==> src/rtl/aes_pkg.sv <==
// Shared types and constants for the AES DMA controller and its word sequencer.
package aes_pkg;
  localparam int AES_BLK_BYTES = 16;
  localparam int WORDS_PER_BLK = 4;

  typedef enum logic [2:0] {IDLE, LOAD, CRYPT, STORE, FINISH} state_e;

  // Word k of a block lives at [WORDS_PER_BLK-1-k], i.e. word 0 is bits 127:96.
  typedef logic [WORDS_PER_BLK-1:0][31:0] blk_t;
endpackage

==> src/rtl/aes_mem_seq.sv <==
// Four-word memory sequencer: walks one 16-byte block through the req/gnt/rvalid
// master port, one access at a time, reads never overlapping their rvalid.
module aes_mem_seq import aes_pkg::*; (
  input  logic        hclk,
  input  logic        hreset,
  input  logic        go_i,
  input  logic        we_i,
  input  logic        stop_i,
  input  logic [31:0] rd_base_i,
  input  logic [31:0] wr_base_i,
  input  blk_t        wdata_i,
  input  logic        mem_gnt_i,
  input  logic        mem_rvalid_i,
  output logic        mem_req_o,
  output logic        mem_we_o,
  output logic [31:0] mem_addr_o,
  output logic [31:0] mem_wdata_o,
  output logic [1:0]  idx_o,
  output logic        rd_vld_o,
  output logic        acc_done_o,
  output logic        seq_done_o,
  output logic        pend_o
);
  logic       req_q, req_d, we_q, we_d, rvw_q, rvw_d;
  logic [1:0] idx_q, idx_d;

  always_comb begin
    req_d      = req_q;
    we_d       = we_q;
    rvw_d      = rvw_q;
    idx_d      = idx_q;
    rd_vld_o   = rvw_q & mem_rvalid_i;
    acc_done_o = (req_q & mem_gnt_i & we_q) | rd_vld_o;
    seq_done_o = acc_done_o & (idx_q == 2'(WORDS_PER_BLK - 1));
    if (req_q && mem_gnt_i) begin
      req_d = 1'b0;
      if (!we_q) rvw_d = 1'b1;
    end
    if (rd_vld_o) rvw_d = 1'b0;
    // A stop lets the in-flight access finish but launches nothing further.
    if (acc_done_o && !seq_done_o && !stop_i) begin
      idx_d = idx_q + 2'd1;
      req_d = 1'b1;
    end
    if (go_i) begin
      req_d = 1'b1;
      we_d  = we_i;
      idx_d = 2'd0;
      rvw_d = 1'b0;
    end
  end

  always_ff @(posedge hclk or posedge hreset) begin
    if (hreset) begin
      req_q <= 1'b0;
      we_q  <= 1'b0;
      rvw_q <= 1'b0;
      idx_q <= 2'd0;
    end else begin
      req_q <= req_d;
      we_q  <= we_d;
      rvw_q <= rvw_d;
      idx_q <= idx_d;
    end
  end

  assign mem_req_o   = req_q;
  assign mem_we_o    = req_q & we_q;
  assign mem_addr_o  = req_q ? ((we_q ? wr_base_i : rd_base_i) + {28'd0, idx_q, 2'd0}) : 32'd0;
  assign mem_wdata_o = (req_q && we_q) ? wdata_i[~idx_q] : 32'd0;
  assign idx_o       = idx_q;
  assign pend_o      = req_q | rvw_q;
endmodule

==> src/rtl/aes_dma_ctrl.sv <==
// AES DMA controller: streams 16-byte blocks memory -> cipher core -> memory.
// Optional completion interrupt enabled by defining AES_DMA_IRQ_EN.
module aes_dma_ctrl import aes_pkg::*; #(
  parameter int CNT_W = 28
) (
  input  logic             hclk,
  input  logic             hreset,
  input  logic [1:0]       flag,
  input  logic [31:0]      data_read_loc,
  input  logic [31:0]      data_write_loc,
  input  logic [31:0]      size_data,
  input  logic [127:0]     key,
  output logic             mem_req,
  output logic             mem_we,
  output logic [31:0]      mem_addr,
  output logic [31:0]      mem_wdata,
  input  logic             mem_gnt,
  input  logic             mem_rvalid,
  input  logic [31:0]      mem_rdata,
  output logic [127:0]     aes_key,
  output logic [127:0]     aes_din,
  output logic             aes_start,
  input  logic             aes_done,
  input  logic [127:0]     aes_dout,
  output logic             busy,
  output logic             done,
  output logic             err,
  output logic [CNT_W-1:0] blocks_done
`ifdef AES_DMA_IRQ_EN
  ,
  input  logic             irq_clr,
  output logic             irq
`endif
);
  state_e           state_q, state_d;
  logic [31:0]      src_q, dst_q;
  logic [CNT_W-1:0] cnt_q, bdone_q, size_blks;
  logic [127:0]     key_q;
  blk_t             din_q, dout_q;
  logic             start_q, err_q, err_d, abort_q;
  logic             launch, ab, aes_acc, last_blk;
  logic             seq_go, seq_we, rd_vld, acc_done, seq_done, pend;
  logic [1:0]       idx;
  logic             unused_lo;

  assign size_blks = size_data[CNT_W+3:4];
  assign unused_lo = ^size_data[3:0];
  assign launch    = (state_q == IDLE) && flag[0] && !flag[1];
  assign ab        = (state_q != IDLE) && (abort_q || flag[1]);
  // The start cycle is skipped so a stale done from the core is never taken.
  assign aes_acc   = (state_q == CRYPT) && aes_done && !start_q;
  assign last_blk  = (bdone_q + CNT_W'(1)) == cnt_q;

  always_comb begin
    state_d = state_q;
    seq_go  = 1'b0;
    seq_we  = 1'b0;
    err_d   = 1'b0;
    case (state_q)
      IDLE: if (launch) begin
        if (size_blks == '0) state_d = FINISH;
        else begin
          state_d = LOAD;
          seq_go  = 1'b1;
        end
      end
      LOAD: if (ab) begin
        if (!pend || acc_done) begin
          state_d = IDLE;
          err_d   = 1'b1;
        end
      end else if (seq_done) state_d = CRYPT;
      CRYPT: if (ab) begin
        state_d = IDLE;
        err_d   = 1'b1;
      end else if (aes_acc) begin
        state_d = STORE;
        seq_go  = 1'b1;
        seq_we  = 1'b1;
      end
      STORE: if (ab) begin
        if (!pend || acc_done) begin
          state_d = IDLE;
          err_d   = 1'b1;
        end
      end else if (seq_done) begin
        if (last_blk) state_d = FINISH;
        else begin
          state_d = LOAD;
          seq_go  = 1'b1;
        end
      end
      FINISH:  state_d = IDLE;
      default: state_d = IDLE;
    endcase
  end

  always_ff @(posedge hclk or posedge hreset) begin
    if (hreset) begin
      state_q <= IDLE;
      src_q   <= '0;
      dst_q   <= '0;
      cnt_q   <= '0;
      bdone_q <= '0;
      key_q   <= '0;
      din_q   <= '0;
      dout_q  <= '0;
      start_q <= 1'b0;
      err_q   <= 1'b0;
      abort_q <= 1'b0;
    end else begin
      state_q <= state_d;
      err_q   <= err_d;
      start_q <= (state_d == CRYPT) && (state_q != CRYPT);
      abort_q <= ab && (state_d != IDLE);
      if (launch) begin
        src_q   <= data_read_loc;
        dst_q   <= data_write_loc;
        cnt_q   <= size_blks;
        key_q   <= key;
        bdone_q <= '0;
      end
      if (rd_vld) din_q[~idx] <= mem_rdata;
      if (aes_acc && !ab) dout_q <= aes_dout;
      if ((state_q == STORE) && seq_done && !ab) begin
        src_q   <= src_q + 32'(AES_BLK_BYTES);
        dst_q   <= dst_q + 32'(AES_BLK_BYTES);
        bdone_q <= bdone_q + CNT_W'(1);
      end
    end
  end

  aes_mem_seq u_seq (
    .hclk        (hclk),
    .hreset      (hreset),
    .go_i        (seq_go),
    .we_i        (seq_we),
    .stop_i      (ab),
    .rd_base_i   (src_q),
    .wr_base_i   (dst_q),
    .wdata_i     (dout_q),
    .mem_gnt_i   (mem_gnt),
    .mem_rvalid_i(mem_rvalid),
    .mem_req_o   (mem_req),
    .mem_we_o    (mem_we),
    .mem_addr_o  (mem_addr),
    .mem_wdata_o (mem_wdata),
    .idx_o       (idx),
    .rd_vld_o    (rd_vld),
    .acc_done_o  (acc_done),
    .seq_done_o  (seq_done),
    .pend_o      (pend)
  );

  assign aes_key     = key_q;
  assign aes_din     = din_q;
  assign aes_start   = start_q;
  assign busy        = (state_q != IDLE);
  assign done        = (state_q == FINISH);
  assign err         = err_q;
  assign blocks_done = bdone_q;

`ifdef AES_DMA_IRQ_EN
  logic irq_q;
  always_ff @(posedge hclk or posedge hreset) begin
    if (hreset)              irq_q <= 1'b0;
    else if (done || err_q)  irq_q <= 1'b1;
    else if (irq_clr)        irq_q <= 1'b0;
  end
  assign irq = irq_q;
`endif
endmodule

==> config.mk <==
export PLATFORM = sky130hd
export DESIGN_NAME = aes_dma_ctrl
export DESIGN_NICKNAME = d
export VERILOG_FILES = /design/src/rtl/aes_pkg.sv /design/src/rtl/aes_mem_seq.sv /design/src/rtl/aes_dma_ctrl.sv
export SDC_FILE = /design/constraint.sdc
export NUM_CORES = 1
export LEC_CHECK = 0
export ABC_AREA = 1
export CORE_AREA = 2 2 287 289
export DETAILED_ROUTE_END_ITERATION = 8
export DIE_AREA = 0 0 289 291
export HOLD_SLACK_MARGIN = 0.08
export PLACE_DENSITY = 0.57
export SYNTH_ARGS = -nofsm -noshare
export SYNTH_HDL_FRONTEND = slang
export SYNTH_SLANG_ARGS = --single-unit
==> constraint.sdc <==
create_clock -name hclk -period 22.7 [get_ports hclk]
set_input_delay 3.405 -clock hclk [delete_from_list [all_inputs] [get_ports hclk]]
set_output_delay 3.405 -clock hclk [all_outputs]
set_load 0.01 [all_outputs]
=== Word-level counts from Yosys, hierarchy flattened ===
Cells that the tools add are included.
Widths: inputs -> output; s select.

* Bits in registers: 515
* Input bits: 391
* Output and inout bits: 354
* Logic and storage cells: 124

* Add/subtract/negate cells: 5
* $lt $le $gt $ge: 2
* Eq/ne operators: 9
* Multiplexer cells: 47
* Bitwise gates (word level): 8
* Reduce and logical (&&, ||, !) cells: 32

{| class="wikitable"
|+ Operators by type and width
! operator !! number
|-
| $mux 32 || 9
|-
| $bwmux 128 || 1
|-
| $add 32x5->32 const B || 2
|-
| $bmux 32 s2 || 1
|-
| $demux 32 s2 || 1
|-
| $mux 28 || 2
|-
| $add 32x4->32 || 1
|-
| $mux 3 || 10
|-
| $add 28x1->28 const B || 1
|-
| $eq 28x28->1 || 1
|-
| $logic_not 28->1 || 1
|-
| $mux 1 || 18
|-
| $logic_and 1x1->1 || 15
|-
| $pmux 3 s4 || 1
|-
| $reduce_bool 3->1 || 4
|-
| $eq 3x2->1 const B || 3
|-
| $and 1x1->1 || 5
|-
| $logic_not 1->1 || 5
|-
| $mux 2 || 2
|-
| $reduce_bool 2->1 || 2
|-
| $eq 3x1->1 const B || 1
|-
| $eq 3x3->1 const B || 1
|-
| $logic_not 3->1 || 1
|-
| $lt 2x3->1 const B || 1
|-
| 12 further kinds || 14
|}

=== Logic depth before layout (Yosys ltp) ===
Gate-level depths: netlist of the first run.

* Depth after elaboration: 9
* Gate-level depth with buffers: 20
* Depth with buffers taken out: 20

=== Hierarchy ===
Synthesis of the first run repeated with hierarchy kept, for this count alone.

* Cells, all modules: 3277
* Area total of the unflattened synthesis: 24768.8 µm²

{| class="wikitable"
|+ Modules (own cells, without submodules)
! module !! times used !! cells each !! area an instance (µm²) !! sequential area each (µm²)
|-
| aes_dma_ctrl || 1 || 2604 || 21668.3 || 12762.2
|-
| aes_mem_seq || 1 || 673 || 3100.5 || 125.1
|}

=== Worst setup path before layout of the first run ===
Ideal clock, no wire load.

* Path type: reg2out
* Start point: register u_seq.we_q
* End point: output port mem_addr[20]
* Data arrival time: 2.608 ns
* Data required time: 19.295 ns
* Setup slack: 16.687 ns
* Cell stages (with the launch flop): 18
* Cell sequence: dfrtp_1 > buf_6 > buf_6 > buf_4 > buf_4 > nand2_1 > nand2_1 > ha_1 > fa_1 > inv_1 > nor2_1 > nand2_1 > nor2_2 > nand2_1 > nor4_2 > nand4_2 > o21a_1 > nor3_1

* Word-level cells in the longest chain between the ends: 3

{| class="wikitable"
|+ Ends and longest elaborated chain
! item !! line !! text
|-
| start, declared || aes_mem_seq.sv:24 || <nowiki>logic req_q, req_d, we_q, we_d, rvw_q, rvw_d;</nowiki>
|-
| start signal, assigned || aes_mem_seq.sv:61 || <nowiki>we_q <= we_d;</nowiki>
|-
| $mux 32 || aes_mem_seq.sv:69 || <nowiki>assign mem_addr_o = req_q ? ((we_q ? wr_base_i : rd_base_i) + {28'd0, idx_q, 2'd0}) : 32'd0;</nowiki>
|-
| $add 32x4->32 || aes_mem_seq.sv:69 ||
|-
| $mux 32 || aes_mem_seq.sv:69 ||
|-
| end, declared || aes_dma_ctrl.sv:15 || <nowiki>output logic [31:0] mem_addr,</nowiki>
|}

No other way between the ends.

=== Worst setup path in the final report of the first run ===
Ends and elaborated chain as after synthesis.

==> key figures, run 1 <==
Yosys
  • Syn Std Cell Area: 0.0243 sq mm
  • Ys async rst share: 1.00
  • Synthesized netlist cell count: 3103
  • Leading area contributor after synthesis: dfrtp_1
  • Yosys warnings: 0
  • Post-synthesis sequential area ratio: 0.530
  • Post-synth net total: 3504
  • Netlist cell types: 54
  • Post-synth EDFFs: 0
  • Number of synthesized register bits: 515
  • Synth top area share: 0.530
  • Post-synth top flop: dfrtp_1
  • Synth area leaders: dfrtp_1 (53%), nand2_1 (19%), o21ai_0 (6.2%)
  • Syn avg cell area: 7.84 sq um

Outcome
  • Outcome: completed

Global routing
  • Largest net degree at the start of global routing: 128
  • First-pass GRT wire length: 139 mm
  • GRT Max-Usage Layer: met2
  • Total GRT Usage: 0.213
  • Met2 Use GR: 0.352
  • Met3 Use GR: 0.0513
  • GR Overflow Total: 0
  • Initial antenna violation count: 23
  • Vias in the first global route: 22400
  • M1 GR Usage: 0.269

Timing
  • Max-slew headroom: 0.326
  • Min Hold Slack: 0.467 ns
  • Fin. max-slew vios: 0
  • Worst setup margin: 14.70 ns
  • Final Setup Violations: 0
  • Max frequency: 125 MHz
  • Final hold vios: 0
  • Worst Skew: 0.0201 ns
  • Worst slew pin tran: 1.01 ns
  • RSZ-0062 raised after global routing: no
  • Final Cycle Share: 0.352
  • Final TNS setup: 0 ns
  • Final Critical Period: 8.00 ns

Final layout
  • Share of cells above drive strength 1: 0.0479
  • Most frequent cells in the layout: nand2_1 (1244), clkdlybuf4s50_1 (740), dfrtp_1 (512), o21ai_0 (300), inv_1 (252)
  • Area grow syn2layout: 42.8%
  • Most common cell after layout, fill and taps aside: nand2_1
  • NumNets Final: 4184
  • Final core occ: 0.428

Clocking
  • CTS sink cnt: 515
  • Worst-Skew Late Latency: 0.63 ns
  • H-Tree Depth: 2
  • CTS tree: done
  • Clk slew on worst S/H paths: 0.07 ns
  • Post-CTS Resized: 0
  • CTS Buffer Depth: 3
  • Hold Buf Count CTS: 0
  • Clock Tree Root: clkbuf_16
  • Total CTS buffers: 59
  • Setup bufs post-CTS: 0

Route
  • WL/cell: 18.6 microns
  • Routed WL: 91.1 mm
  • Antenna viol nets, final: 0
  • DRC: 0
  • DRT iter0 DRCs: 1552
  • Vias per cell: 4.64
  • Vias: 22800
  • 1st-pass router iterations: 6

Placement
  • Pre-CTS setup slack: 15.23 ns
  • Gpl congestion: 0.894
  • Hpwl dp: 65.3 mm
  • PortBufs: 740

Worst setup path
  • Bufs and invs on worst path: 3
  • Crit path largest cell delay: 0.72 ns
  • Worst Setup End Kind: primary output
  • Worst Path Max Fanout: 47
  • Critical Path AT: 4.59 ns
  • Critical path required time: 19.30 ns
  • Most used cell, CP: nand2_1
  • WS Path Type: reg -> out
  • CP cell instances: inv_2, nand2_1, nand2_1, ha_1, fa_1, inv_1, nor2_1, nand2_1, nor2_2, nand2_1, nor4_2, nand4_2, o21a_1, nor3_1, clkdlybuf4s50_1
  • CP Launch Type: flip-flop
  • CP max stage cell: dfrtp_2
  • Kind of cell adding the most delay to the critical path: simple AND/OR/NAND/NOR gates

Run
  • Max cap viols: 0

Pwr
  • Pwr/cell area: 116 mW/mm^2
  • Maximum VDD drop: 0.0700 mV
  • Leakage: 15.8 nW
  • Total power: 4.02 mW

Floorplanning
  • Core box area: 0.0812 sq mm
  • Die ar.: 0.0841 sq mm
  • Die W: 289 microns
  • Boundary Pins: 745
  • Initial Util: 0.300
  • Row cnt: 105
  • Die H: 291 microns

Worst hold path
  • Hold Path Class: reg -> reg
[worst reg2reg max path, cell delays in order, from the launching register on]
cell and delay [ns]:
dfrtp_2 0.96, inv_2 0.41, o21ai_2 0.30, inv_1 0.09
nor2_2 0.18, nand3_2 0.09, buf_4 0.28, inv_2 0.17
nor2_2 0.10, inv_2 0.74, nor2_1 0.12, a211o_1 0.30
[power by group]
part	switching (mW)	total, mW	internal [mW]
logic	0.806	1.52	0.713
registers	0.231	1.50	1.26
clock network	0.410	1.01	0.597
total	1.45	4.02	2.57
[per-layer routing]
| metal | wire length [microns] | up-vias |
|---|---|---|
| met3 | 6690 | 162 |
| met4 | 3120 | 20 |
| li1 | - | 11300 |
| met2 | 43400 | 722 |
| met5 | 127 | - |
| met1 | 37800 | 10600 |
[registers in the layout, summed over array words and instances, names as in the netlist]
signal and flops:
dst_q 32, u_seq.we_q 1, aes_din 128, err 1, u_seq.idx_o 2, src_q 32
dout_q 128, aes_key 128, aes_start 1, state_q 3, blocks_done 28, u_seq.mem_req_o 1
cnt_q 28, abort_q 1, u_seq.rvw_q 1
[Yosys cell counts (20+ instances only)]
cell type / n
inv_1: 253
nand3_1: 110
buf_2: 40
nand4_1: 20
nand2_1: 1249
dfrtp_1: 515
o211ai_1: 69
o21ai_0: 300
clkbuf_1: 93
nor2_1: 171
a21oi_1: 78
nor3_1: 23
[final timing paths]
path                                   from           end  slack, ns  cells past startpoint
worst max-delay path             u_seq.we_q  mem_addr[20]      14.70                     15
max in group asynchronous            hreset  aes_din[118]      16.11                      5
worst min-delay path            aes_key[52]   aes_key[52]       0.47                      2
min in group asynchronous            hreset   aes_key[62]       3.41                      2
worst max register to register   u_seq.we_q     dst_q[30]      18.85                     11
worst min register to register  aes_key[52]   aes_key[52]       0.47                      2
[layout make-up]
type	count	area (sq um)
flip-flops and latches	515	12900
fillers	8188	46500
diodes	13	32.5
clock buffers	81	1690
well taps	1070	1340
repair buffers	762	7580
inverters	266	1010
multi-input cells	2179	9840
clock inverters	21	330
[cell families (layout without fill, tap and decap cells)]
group,count (synthesis),after routing,share of synthesized area
adder cells (fa/ha/maj),10,10,0.00545
AND/OR/NAND/NOR,1647,1647,0.276
AO/OA/AOI/OAI,508,508,0.117
buffers and inverters,409,1130,0.0664
other,0,13,0
flip-flops,515,515,0.530
XOR/XNOR,11,11,0.00453
multiplexers,3,3,0.00123
[per-stage QoR]
step	area [sq um]	cells
after CTS	34700	4894
after floorplan	24300	3103
after global routing	34700	4905
after detailed placement	32700	4792
final	34700	4907
after global placement	32700	4792
No activity file was read; power rests on OpenSTA's default activity.
==> inputs of run 2 (changes only) <==
PLACE_DENSITY = 0.6   (was 0.57)
clock period = 6.56 ns   (was 22.7 ns; I/O delays follow)
==> key figures, run 2 (synthesis results as in run 1) <==
Placement
  • Pre-CTS setup slack: 1.76 ns
  • Gpl congestion: 0.919
  • Hpwl dp: 65.5 mm
  • PortBufs: 740

Final layout
  • Share of cells above drive strength 1: 0.0488
  • NumNets Final: 4187
  • Area grow syn2layout: 42.9%
  • Most frequent cells in the layout: nand2_1 (1244), clkdlybuf4s50_1 (740), dfrtp_1 (512), o21ai_0 (300), inv_1 (252)
  • Most common cell after layout, fill and taps aside: nand2_1

Outcome
  • Outcome: completed

Floorplanning
  • Row cnt: 105
  • Initial Util: 0.300
  • Core box area: 0.0812 sq mm
  • Die ar.: 0.0841 sq mm
  • Die W: 289 microns
  • Die H: 291 microns
  • Boundary Pins: 745

Timing
  • Worst Skew: 0.0343 ns
  • Final Critical Period: 5.49 ns
  • Worst setup margin: 1.07 ns
  • Min Hold Slack: 0.465 ns
  • Fin. max-slew vios: 0
  • Final hold vios: 0
  • Final TNS setup: 0 ns
  • RSZ-0062 raised after global routing: no
  • Final Setup Violations: 0
  • Final Cycle Share: 0.837
  • Worst slew pin tran: 1.02 ns
  • Max frequency: 182 MHz
  • Max-slew headroom: 0.317

Route
  • DRT iter0 DRCs: 1510
  • Vias per cell: 4.65
  • DRC: 0
  • 1st-pass router iterations: 5
  • Routed WL: 90.2 mm
  • WL/cell: 18.3 microns
  • Vias: 22900
  • Antenna viol nets, final: 0

Worst setup path
  • Critical Path AT: 4.50 ns
  • R2r setup slk: 2.73 ns
  • Worst Path Max Fanout: 47
  • Worst Setup End Kind: primary output
  • CP Launch Type: flip-flop
  • WS Path Type: reg -> out
  • Critical path required time: 5.58 ns

Clocking
  • Post-CTS Resized: 0
  • Hold Buf Count CTS: 0
  • Clk slew on worst S/H paths: 0.06 ns
  • Total CTS buffers: 61
  • H-Tree Depth: 2
  • CTS Buffer Depth: 3
  • CTS sink cnt: 515
  • Setup bufs post-CTS: 0
  • Clock Tree Root: clkbuf_16
  • CTS tree: done
  • Worst-Skew Late Latency: 0.65 ns

Global routing
  • First-pass GRT wire length: 137 mm
  • GR Overflow Total: 0
  • Vias in the first global route: 22300
  • GRT Max-Usage Layer: met2
  • M1 GR Usage: 0.271
  • Initial antenna violation count: 17
  • Total GRT Usage: 0.211
  • Largest net degree at the start of global routing: 162
  • Met3 Use GR: 0.0453
  • Met2 Use GR: 0.348

Pwr
  • Maximum VDD drop: 0.266 mV
  • Leakage: 15.8 nW
  • Total power: 13.8 mW
  • Pwr/cell area: 398 mW/mm^2

Worst hold path
  • Hold Path Class: reg -> reg

Run
  • Max cap viols: 0
## run 2: cell types whose count changed in the layout (fill, tap and decap cells not counted)
cell / before / now
buf_12: 1 / 4
buf_4: 21 / 19
bufinv_16: 7 / 3
clkbuf_1: 9 / 14
clkbuf_16: 59 / 61
clkinv_2: 8 / 11
clkinv_4: 2 / 1
clkinvlp_4: 1 / 4
diode_2: 13 / 11
inv_16: 0 / 1
inv_6: 2 / 1
## run 2: layout make-up
type | instances | area, sq um
fillers | 8300 | 46400
flip-flops and latches | 515 | 12900
multi-input cells | 2179 | 9840
repair buffers | 763 | 7630
clock buffers | 88 | 1760
well taps | 1070 | 1340
inverters | 266 | 1010
clock inverters | 22 | 254
diodes | 11 | 27.5
## run 2: final timing paths
path                                      from           end  cells past startpoint
worst max-delay path                u_seq.we_q  mem_addr[20]                     15
worst min-delay path               aes_key[94]   aes_key[94]                      2
worst max register to register  u_seq.idx_o[1]     dst_q[30]                     11
worst min register to register     aes_key[94]   aes_key[94]                      2
max in group asynchronous               hreset   aes_key[10]                      3
min in group asynchronous               hreset    dout_q[29]                      2
## run 2: report_power, final
group | switching [mW] | total, mW | internal [mW]
Combinational | 2.73 | 5.20 | 2.47
Clock | 1.44 | 3.42 | 1.98
Sequential | 0.852 | 5.22 | 4.37
## run 2: metrics by stage
| step | instance area, sq um | cells | utilization |
|---|---|---|---|
| finish | 34800 | 4914 | 0.428 |
| global route | 34800 | 4914 | 0.428 |
| CTS | 34700 | 4903 | 0.428 |
| detailed placement | 32700 | 4793 | 0.403 |
| global placement | 32700 | 4793 | 0.403 |
| floorplan | 24300 | 3103 | - |
## run 2: critical path, cell delays in order (launching register included)
cell and delay (ns):
dfrtp_2 0.72, inv_2 0.46, nand2_1 0.10, nand2_1 0.10, ha_1 0.20, fa_1 0.27
inv_1 0.07, nor2_1 0.13, nand2_1 0.15, nor2_2 0.15, nand2_1 0.08, nor4_2 0.18
nand4_2 0.20, o21a_1 0.23, nor3_1 0.20, clkdlybuf4s50_1 0.61
## run 2: routing by layer
layer	up-vias	routed length (microns)
met5	-	71
met4	10	3050
met3	142	6080
met2	706	43400
met1	10700	37500
li1	11300	-
